--- config.mk ---
export PLATFORM = sky130hd
export DESIGN_NAME = alphabet_rank_ctrl
export DESIGN_NICKNAME = d
export VERILOG_FILES = /design/src/rtl/alphabet_rank_ctrl.sv
export SDC_FILE = /design/constraint.sdc
export NUM_CORES = 1
export LEC_CHECK = 0
export CAP_MARGIN = 10
export CORE_MARGIN = 2
export CORE_UTILIZATION = 56
export CTS_BUF_LIST = sky130_fd_sc_hd__clkbuf_8
export DETAILED_ROUTE_END_ITERATION = 10
export HOLD_SLACK_MARGIN = 0.03
export PLACE_DENSITY_LB_ADDON = 0.15
export SLEW_MARGIN = 20
export SYNTH_ARGS = -nofsm -noshare
export SYNTH_HDL_FRONTEND = slang
export SYNTH_SLANG_ARGS = --single-unit
export TNS_END_PERCENT = 5
--- constraint.sdc ---
create_clock -name CLK -period 5.2 [get_ports CLK]
set_input_delay 0.52 -clock CLK [delete_from_list [all_inputs] [get_ports CLK]]
set_output_delay 0.52 -clock CLK [all_outputs]
set_load 0.01 [all_outputs]
--- src/rtl/alphabet_rank_ctrl.sv ---
// alphabet_rank_ctrl: sequencer that scores one latched sensor vector against
// NUM_LETTERS templates by sum of absolute differences, writes each score to
// the ranking cache and tracks the best (minimum) letter.
//
// Ports:
//   CLK, RST_N          clock, asynchronous active-low reset
//   START               run request, sampled only in IDLE
//   SENSOR_IN           sensor vector, channel s at [s*DATA_W +: DATA_W]
//   REF_LETTER/REF_SEL  template ROM address (letter, sensor)
//   REF_DATA            ROM read data, one cycle after the address
//   MEM_CS/MEM_RW_      cache strobe (write when MEM_CS=1, MEM_RW_=0)
//   MEM_ADDR/MEM_DATA   cache address (letter) and score
//   BUSY, DONE          run in progress, end-of-run pulse
//   BEST_ADDR/BEST_SCORE best-matching letter and its score
module alphabet_rank_ctrl #(
   parameter int unsigned NUM_SENSORS = 5,
   parameter int unsigned NUM_LETTERS = 26,
   parameter int unsigned DATA_W      = 12,
   parameter int unsigned SCORE_W     = 15
) (
   input  logic                          CLK,
   input  logic                          RST_N,
   input  logic                          START,
   input  logic [NUM_SENSORS*DATA_W-1:0] SENSOR_IN,
   output logic [5:0]                    REF_LETTER,
   output logic [2:0]                    REF_SEL,
   input  logic [DATA_W-1:0]             REF_DATA,
   output logic                          MEM_CS,
   output logic                          MEM_RW_,
   output logic [5:0]                    MEM_ADDR,
   output logic [SCORE_W-1:0]            MEM_DATA,
   output logic                          BUSY,
   output logic                          DONE,
   output logic [5:0]                    BEST_ADDR,
   output logic [SCORE_W-1:0]            BEST_SCORE
);

   localparam int unsigned LETTER_W = 6;
   localparam int unsigned SEL_W    = 3;
   localparam int unsigned VEC_W    = NUM_SENSORS * DATA_W;

   localparam logic [SEL_W-1:0]    LAST_SENSOR = SEL_W'(NUM_SENSORS - 1);
   localparam logic [LETTER_W-1:0] LAST_LETTER = LETTER_W'(NUM_LETTERS - 1);

   typedef enum logic [2:0] {
      IDLE  = 3'd0,
      FETCH = 3'd1,
      ACC   = 3'd2,
      WRITE = 3'd3,
      FIN   = 3'd4
   } state_t;

   state_t                state_q, state_d;
   logic [VEC_W-1:0]      sens_q, sens_d;
   logic [LETTER_W-1:0]   letter_q, letter_d;
   logic [SEL_W-1:0]      sensor_q, sensor_d;
   logic [SCORE_W-1:0]    acc_q, acc_d;
   logic [LETTER_W-1:0]   ref_letter_d;
   logic [SEL_W-1:0]      ref_sel_d;
   logic                  mem_cs_d, mem_rw_d;
   logic [LETTER_W-1:0]   mem_addr_d;
   logic [SCORE_W-1:0]    mem_data_d;
   logic                  busy_d, done_d;
   logic [LETTER_W-1:0]   best_addr_d;
   logic [SCORE_W-1:0]    best_score_d;

   logic [DATA_W-1:0]     s_cur;
   logic [DATA_W-1:0]     abs_diff;
   logic [SCORE_W-1:0]    acc_sum;

   // Per-sensor distance term, computed at sample width then widened.
   always_comb begin
      s_cur    = sens_q[32'(sensor_q) * DATA_W +: DATA_W];
      abs_diff = (s_cur >= REF_DATA) ? (s_cur - REF_DATA) : (REF_DATA - s_cur);
      acc_sum  = acc_q + SCORE_W'(abs_diff);
   end

   // Next-state and next-output logic; outputs are registered one edge
   // ahead so they are valid throughout the state they belong to.
   always_comb begin
      state_d      = state_q;
      sens_d       = sens_q;
      letter_d     = letter_q;
      sensor_d     = sensor_q;
      acc_d        = acc_q;
      ref_letter_d = REF_LETTER;
      ref_sel_d    = REF_SEL;
      mem_cs_d     = 1'b0;
      mem_rw_d     = 1'b1;
      mem_addr_d   = MEM_ADDR;
      mem_data_d   = MEM_DATA;
      busy_d       = 1'b0;
      done_d       = 1'b0;
      best_addr_d  = BEST_ADDR;
      best_score_d = BEST_SCORE;

      unique case (state_q)
         IDLE: begin
            if (START) begin
               sens_d       = SENSOR_IN;
               letter_d     = '0;
               sensor_d     = '0;
               acc_d        = '0;
               best_score_d = '1;
               ref_letter_d = '0;
               ref_sel_d    = '0;
               busy_d       = 1'b1;
               state_d      = FETCH;
            end
         end
         FETCH: begin
            busy_d  = 1'b1;
            state_d = ACC;
         end
         ACC: begin
            busy_d = 1'b1;
            acc_d  = acc_sum;
            if (sensor_q < LAST_SENSOR) begin
               sensor_d     = sensor_q + SEL_W'(1);
               ref_letter_d = letter_q;
               ref_sel_d    = sensor_q + SEL_W'(1);
               state_d      = FETCH;
            end else begin
               mem_cs_d   = 1'b1;
               mem_rw_d   = 1'b0;
               mem_addr_d = letter_q;
               mem_data_d = acc_sum;
               state_d    = WRITE;
            end
         end
         WRITE: begin
            // Strict compare keeps the lower letter on ties.
            if (acc_q < BEST_SCORE) begin
               best_score_d = acc_q;
               best_addr_d  = letter_q;
            end
            if (letter_q < LAST_LETTER) begin
               letter_d     = letter_q + LETTER_W'(1);
               sensor_d     = '0;
               acc_d        = '0;
               ref_letter_d = letter_q + LETTER_W'(1);
               ref_sel_d    = '0;
               busy_d       = 1'b1;
               state_d      = FETCH;
            end else begin
               done_d  = 1'b1;
               state_d = FIN;
            end
         end
         FIN: begin
            state_d = IDLE;
         end
         default: begin
            state_d = IDLE;
         end
      endcase
   end

   // State and output registers.
   always_ff @(posedge CLK or negedge RST_N) begin
      if (!RST_N) begin
         state_q    <= IDLE;
         sens_q     <= '0;
         letter_q   <= '0;
         sensor_q   <= '0;
         acc_q      <= '0;
         REF_LETTER <= '0;
         REF_SEL    <= '0;
         MEM_CS     <= 1'b0;
         MEM_RW_    <= 1'b1;
         MEM_ADDR   <= '0;
         MEM_DATA   <= '0;
         BUSY       <= 1'b0;
         DONE       <= 1'b0;
         BEST_ADDR  <= '0;
         BEST_SCORE <= '1;
      end else begin
         state_q    <= state_d;
         sens_q     <= sens_d;
         letter_q   <= letter_d;
         sensor_q   <= sensor_d;
         acc_q      <= acc_d;
         REF_LETTER <= ref_letter_d;
         REF_SEL    <= ref_sel_d;
         MEM_CS     <= mem_cs_d;
         MEM_RW_    <= mem_rw_d;
         MEM_ADDR   <= mem_addr_d;
         MEM_DATA   <= mem_data_d;
         BUSY       <= busy_d;
         DONE       <= done_d;
         BEST_ADDR  <= best_addr_d;
         BEST_SCORE <= best_score_d;
      end
   end

endmodule

==> run summary <==
Kind of path behind the tightest hold check: in -> async. The initialized floorplan defines 43 standard-cell rows. Between clock sinks in the finished design, the worst skew comes to 0.0160 ns. The number of distinct library cells after synthesis was 68. The cell area after synthesis is 8050 um2. In this run the critical register-to-register path is launched from sensor_q[2].

Setup violations remaining at the end of the flow were counted as 0. The mux contribution to synthesized area was 0.172. Counting instances in the post-synthesis netlist gives the leading cell types as 123 x dfrtp_1, 72 x mux2_2, 65 x inv_1. At the end of the flow, the number of nets in the layout was 1036. Data required time at the worst endpoint: 5.59 ns. The post-detailed-route via-to-cell ratio is 5.85.

On the critical path, the stage with the largest delay is an instance of dfrtp_2. The maximum level of the CTS H-tree was 4. Derived from the worst setup path, the maximum achievable clock frequency is 0.202 GHz. For the count of final max-slew check failures, the log shows 0. The share of the synthesized area in compound gates (AO/OA/AOI/OAI) was 0.130; the transition at the pin with the smallest max-transition slack was 0.842 ns.

In this run the tool buffered the top-level ports with 129 buffer cells. The run gives 5 as the detailed-routing iteration count for the pre-antenna-repair pass. The mean instance size in the synthesized netlist was 10.5 um2.

The number of antenna diodes in the final layout is 0. The post-route fraction of the period consumed by the critical path came out at 0.951. For the final routed database, the setup TNS stands at 0 ns. Broken down by cell family, the worst path's largest delay share belongs to compound AO/OA/AOI/OAI gates.

The worst setup path is captured at a flip-flop. For the total via count in the routed design, the log shows 6409. The per-cell routed wire length works out to 18.5 um.

The logs give 0.578 for the effective utilization at floorplan and 0 for the remaining routing DRC violations. For the setup slack on the worst flop-to-flop path, the log shows 0.26 ns. For the worst flop-to-flop path, the logic depth is 22. For the worst max-slew margin expressed relative to the limit, the log shows 0.437. The flow ran to the end, and the final reports show no timing, DRC or antenna violations. Walking the worst path, the cells encountered are buf_4 -> mux2i_1 -> nor2_1 -> a21oi_2 -> o22a_1 -> inv_1 -> ha_1 -> buf_4 -> a21oi_1 -> o21ai_2 -> a311oi_2 -> nor2_1 -> buf_12 -> o31a_1 -> xor2_1 -> ha_1 -> o21a_1 -> o21ai_0 -> nand2_1 -> a41o_1 -> or3_1 -> nand3_1.

For the number of CTS-inserted buffers, the log shows 17. The portion of the post-synthesis area used by sequential elements is 0.435. Routability-driven placement finished with a final weighted congestion of 0.902. The layout overhead on the synthesized area came out at 25.5%.

The proportion of register bits with asynchronous set or reset after synthesis was 1.00. Count of buffering cells on the critical path with inverters included: 4. The clock net in this run drives a total of 139 sinks. The clock slew seen by the registers of the worst setup and hold paths was 0.09 ns. The number of flops mapped to enable cells by yosys is 0.

STA classifies the critical path startpoint as a flip-flop. Across the run, the number of max-cap violations was 0. The endpoint of the most critical register-to-register path is acc_q[11]. The run gives 2 as the maximum clock insertion buffer count.

The launch point of the critical path is sensor_q[2]. Clock latency at the later pin of the worst-skew pair: 0.46 ns. The overall die width works out to 124 um.

The total area inside the core boundary comes to 13900 um2. The routed design could run at a clock period as short as 4.94 ns. The overall routing resource usage came out at 0.276.

The area share of fa/ha/maj cells after synthesis is 0.0929. For this run the aggregate overflow at the end of global routing stands at 0. The library cell occupying the most area in the post-synthesis netlist is dfrtp_1.

The most frequent cell after synthesis is dfrtp_1. Setup repair after global routing left no endpoint under its margin. Half-perimeter wire length of the detailed placement result: 15.2 mm. The number of global-route vias before repair was 6497.

From bottom edge to top edge, the die measures 124 um. The area share of the largest cell type after synthesis is 0.382, and the area share of xor/xnor cells in the synthesized design is 0.0228. The tools report the number of antenna violations at the first check in global routing as 0. The run gives 15400 um2 as the floorplan die area. TritonCTS built the clock tree. The largest single stage delay on the critical path is 0.42 ns. The fraction of layout cells with a size suffix above 1 was 0.182. Among all flip-flop cells after synthesis, the most frequent one is dfrtp_1. Counting every net in the synthesized netlist gives 899. The arrival time reported for the critical path endpoint came out at 5.33 ns.

Synthesis produced a netlist whose cell count is 766. The maximum number of pins on one net before global-route repair came out at 84. Sorting the synthesized cells by area gives the leading types as dfrtp_1 38%, mux2_2 10%, ha_1 8.5%. The number of fill cells is 974. Kind of critical path: reg -> reg. The synthesized design contains 139 register bits. The total of hold buffers inserted after clock tree synthesis was 0. The cell sitting at the root of the clock tree is a clkbuf_8.

The first global-routing pass estimated 32.3 mm of wire. Once detail routing completed, the nets flagged for antenna violations numbered 0. In this run the worst path has a maximum fanout of 11. After the first detailed-routing iteration, the DRC count stood at 480.

The combinational family with the most area after synthesis was multiplexers. The final hold violation count is 0, and the count of yosys warnings during synthesis is 0. The routed wire length is 20.3 mm. The share of synthesized cell area in and, or, nand and nor gates was 0.0931; the count of boundary I/O pins was 130.
final cells by class:
cell class                 instances  area, um2  area share
clock inverter                    15        211      0.0209
multi-input combinational        523       4170       0.412
sequential                       139       3500       0.346
inverter                          70        263      0.0260
tap                              180        225      0.0223
timing repair buffer             152       1500       0.149
clock buffer                      17        234      0.0232
per-layer routing:
metal / vias up / share of wire / track usage
li1: 2961 / - / -
met5: - / 0 / 0
met2: 241 / 0.49 / 0.472
met1: 3176 / 0.43 / 0.349
met4: 0 / 0.019 / 0.0899
met3: 31 / 0.055 / 0.0636
cells in the final DEF, fill, tap and decap left out, types with 4 or more instances in the layout:
| master | instances |
|---|---|
| clkdlybuf4s50_1 | 128 |
| dfrtp_1 | 122 |
| mux2_2 | 72 |
| inv_1 | 66 |
| ha_1 | 55 |
| nor2_1 | 48 |
| nand2_1 | 47 |
| mux2i_1 | 46 |
| a21oi_1 | 43 |
| o21ai_0 | 32 |
| buf_4 | 20 |
| clkbuf_8 | 17 |
| dfstp_2 | 16 |
| nand3_1 | 13 |
| nand2b_1 | 11 |
| xnor2_1 | 11 |
| o22a_1 | 10 |
| a21o_1 | 10 |
| xor2_1 | 10 |
| nand4_1 | 9 |
| a31oi_1 | 6 |
| nor3_1 | 6 |
| o21bai_1 | 5 |
| o21ai_1 | 5 |
| or3_1 | 5 |
| mux2_1 | 5 |
| o21a_1 | 4 |
| a211o_1 | 4 |
| nor2b_1 | 4 |
| a22o_1 | 4 |
| o31ai_1 | 4 |
| inv_6 | 4 |
| bufinv_16 | 4 |
worst max-delay path by stage:
stage	to	slack, ns	cells past startpoint
global route	acc_q[11]	0.02	19
floorplan	acc_q[13]	0.55	20
finish	acc_q[11]	0.26	22
global placement	MEM_DATA[13]	0.21	23
detailed placement	acc_q[12]	0.07	22
CTS	acc_q[12]	0.02	22
flip-flops by register name (all words and copies together), names as in the netlist, 3 cells and up:
signal	count
sens_q	60
BEST_SCORE	15
BEST_ADDR	6
letter_q	6
REF_LETTER	6
sensor_q	3
state_q	3
MEM_ADDR	6
acc_q	15
MEM_DATA	15
what timing repair did:
| action | 4_1_cts | 5_1_grt |
|---|---|---|
| endpoints found under the setup margin | 0 | 14 |
| hold endpoints to repair | 0 | 0 |
| resized for setup | 0 | 9 |
| setup buffers | 0 | 3 |
cell families (layout without fill, tap and decap cells):
family                   after synthesis  count (layout)
flip-flops                           139             139
buffers and inverters                104             254
AO/OA/AOI/OAI                        158             158
XOR/XNOR                              21              21
adder cells (fa/ha/maj)               58              58
AND/OR/NAND/NOR                      160             160
multiplexers                         126             126
metrics by stage:
step | util | hold WS [ns] | area (um2) | std cells | setup WS [ns]
2_1_floorplan | - | 0.224 | 8050 | 766 | 0.547
3_3_place_gp | 0.688 | 0.459 | 9590 | 1061 | 0.210
3_5_place_dp | 0.688 | 0.480 | 9590 | 1061 | 0.0715
4_1_cts | 0.720 | 0.104 | 10000 | 1093 | 0.0209
5_1_grt | 0.725 | 0.127 | 10100 | 1096 | 0.0215
6_report | 0.725 | 0.0621 | 10100 | 1096 | 0.256
Power is left out: the tool's default activity adds up to more than one toggle a clock period on the data nets, which glitch-free logic cannot reach.
==> RTL edit, RTL diff (config.mk and constraints unchanged) <==
Encoding of `state_t`: now Gray code (3 bits for 5 states).
--- a/src/rtl/alphabet_rank_ctrl.sv
+++ b/src/rtl/alphabet_rank_ctrl.sv
@@ -44,9 +44,9 @@
 
    typedef enum logic [2:0] {
-      IDLE  = 3'd0,
-      FETCH = 3'd1,
-      ACC   = 3'd2,
-      WRITE = 3'd3,
-      FIN   = 3'd4
+      IDLE  = 3'b000,
+      FETCH = 3'b001,
+      ACC   = 3'b011,
+      WRITE = 3'b010,
+      FIN   = 3'b110
    } state_t;
 
Behaviour: no difference found for any inputs over 10 cycles, from zero or initial values and one cycle with RST_N low; not proved beyond that.
==> RTL edit against the original RTL <==
Design area rose by 0.88%. Setup slack improved by 0.038 ns. Sequential cell count did not move. Sequential share of layout area fell by 0.31 points. Wire length rose by 0.60%. Synthesized area rose by 3.1%. Cell count rose by 3.0%. Critical endpoint unchanged. Highest routed layer unchanged.
Power is left out: the tool's default activity adds up to more than one toggle a clock period on the data nets, which glitch-free logic cannot reach.
==> RTL edit: results (changes against the original RTL) <==
[run_status]
status = complete, no violations

[logic_synthesis]
yosysUniqueCellTypes = 65  ; -4.4%
syn_nets = 947  ; +5.3%
syn-instance-count = 814  ; +6.3%
synth.area.top_cells = dfrtp_1 37%, mux2_2 9.8%, ha_1 8.3%
yosys-top-cells-count = 123 x dfrtp_1, 75 x nand2_1, 72 x mux2_2
synth_xor_area_share_pct = 2.64  ; +0.35 points
synth.area.mux_share_pct = 16.2  ; -1.1 points
synth-adder-area-share_pct = 9.01  ; -0.28 points
synth_compound_area_share_pct = 14.1  ; +1.1 points

[finish]
fill_cells = 1078  ; +11%
nets = 1065  ; +2.8%
regArea_sq_mm = 0.00350  ; about the same

[drt]
viasPerCell = 5.72  ; -2.2%
drtIter0Drc = 449  ; -6.5%

[timing]
relSlewSlack_pct = 30.4  ; -13 points
hold-worst-slack_ns = 0.139  ; +0.0766 ns
finalClockSkew_ns = 0.0131  ; -0.00286 ns

[global_routing]
grt_pass1_vias = 6686  ; +2.9%
grt.total_usage_pct = 26.4  ; -1.3 points
grt_pass1_wl_microns = 33300  ; +3.3%
grt_max_degree = 96  ; +14%

[critical_path]
r2r_setup_slack_ns = 0.29  ; +0.04 ns
r2r_start = sensor_q[0]
worstPathMaxFanout = 15  ; +4
slowest_stage = a221o_1
cp_slowest_stage_delay_ns = 0.38  ; -0.04 ns
ff2ff_path_depth = 20  ; -9.1%

[place]
gp_congestion = 0.870  ; -3.5%
place_area_sq_mm = 0.00974  ; +1.6%
dp_worst_setup_slack_ns = 0.238  ; +0.166 ns

[cts]
clock_latency_ns = 0.44  ; -0.02 ns

==> RTL edit: cell count changes after synthesis, moves of 5 or more <==
cell / change
nand2b_1: -7
mux2i_1: -5
a21o_1: +6
o21a_1: +12
nor2_1: +12
o21ai_0: +15
inv_1: -10
clkbuf_1: +14
o22a_1: -10
buf_2: -6
nand2_1: +28
==> RTL edit: kinds of logic (layout without fill, tap and decap cells) <==
family / count (synthesis) / after routing
AND/OR/NAND/NOR: 193 / 193
buffers and inverters: 101 / 232
flip-flops: 139 / 139
multiplexers: 121 / 121
AO/OA/AOI/OAI: 177 / 177
XOR/XNOR: 25 / 25
adder cells (fa/ha/maj): 58 / 58
==> RTL edit: area by class of cell <==
cell class                      instances  share of cell area, %
Tap cell                              184                   2.26
Multi-Input combinational cell        574                   43.2
Inverter                               55                   2.03
Clock buffer                           18                   2.43
Clock inverter                         14                   1.78
Timing Repair Buffer                  145                   14.0
Sequential cell                       139                   34.3
==> RTL edit: how the worst max path moves through the flow <==
stage | depth (start not counted) | end | startpoint | slack [ns]
global route | 19 | acc_q[11] | sensor_q[0] | -0.05
detailed placement | 19 | acc_q[13] | sensor_q[0] | 0.24
global placement | 19 | acc_q[13] | sensor_q[0] | 0.30
finish | 20 | acc_q[11] | sensor_q[0] | 0.29
CTS | 19 | acc_q[13] | sensor_q[0] | 0.21
floorplan | 21 | acc_q[11] | sensor_q[0] | 0.41
==> RTL edit: what timing repair did <==
item	CTS	global route
hold buffers	0	0
endpoints found under the setup margin	0	11
resized for setup	0	5
endpoints found under the hold margin	0	0
==> RTL edit: routing by layer <==
layer,track usage (%),wire (microns)
met2,43.8,9850
met5,0,0
met1,34.3,9040
met4,10.7,609
met3,5.14,924
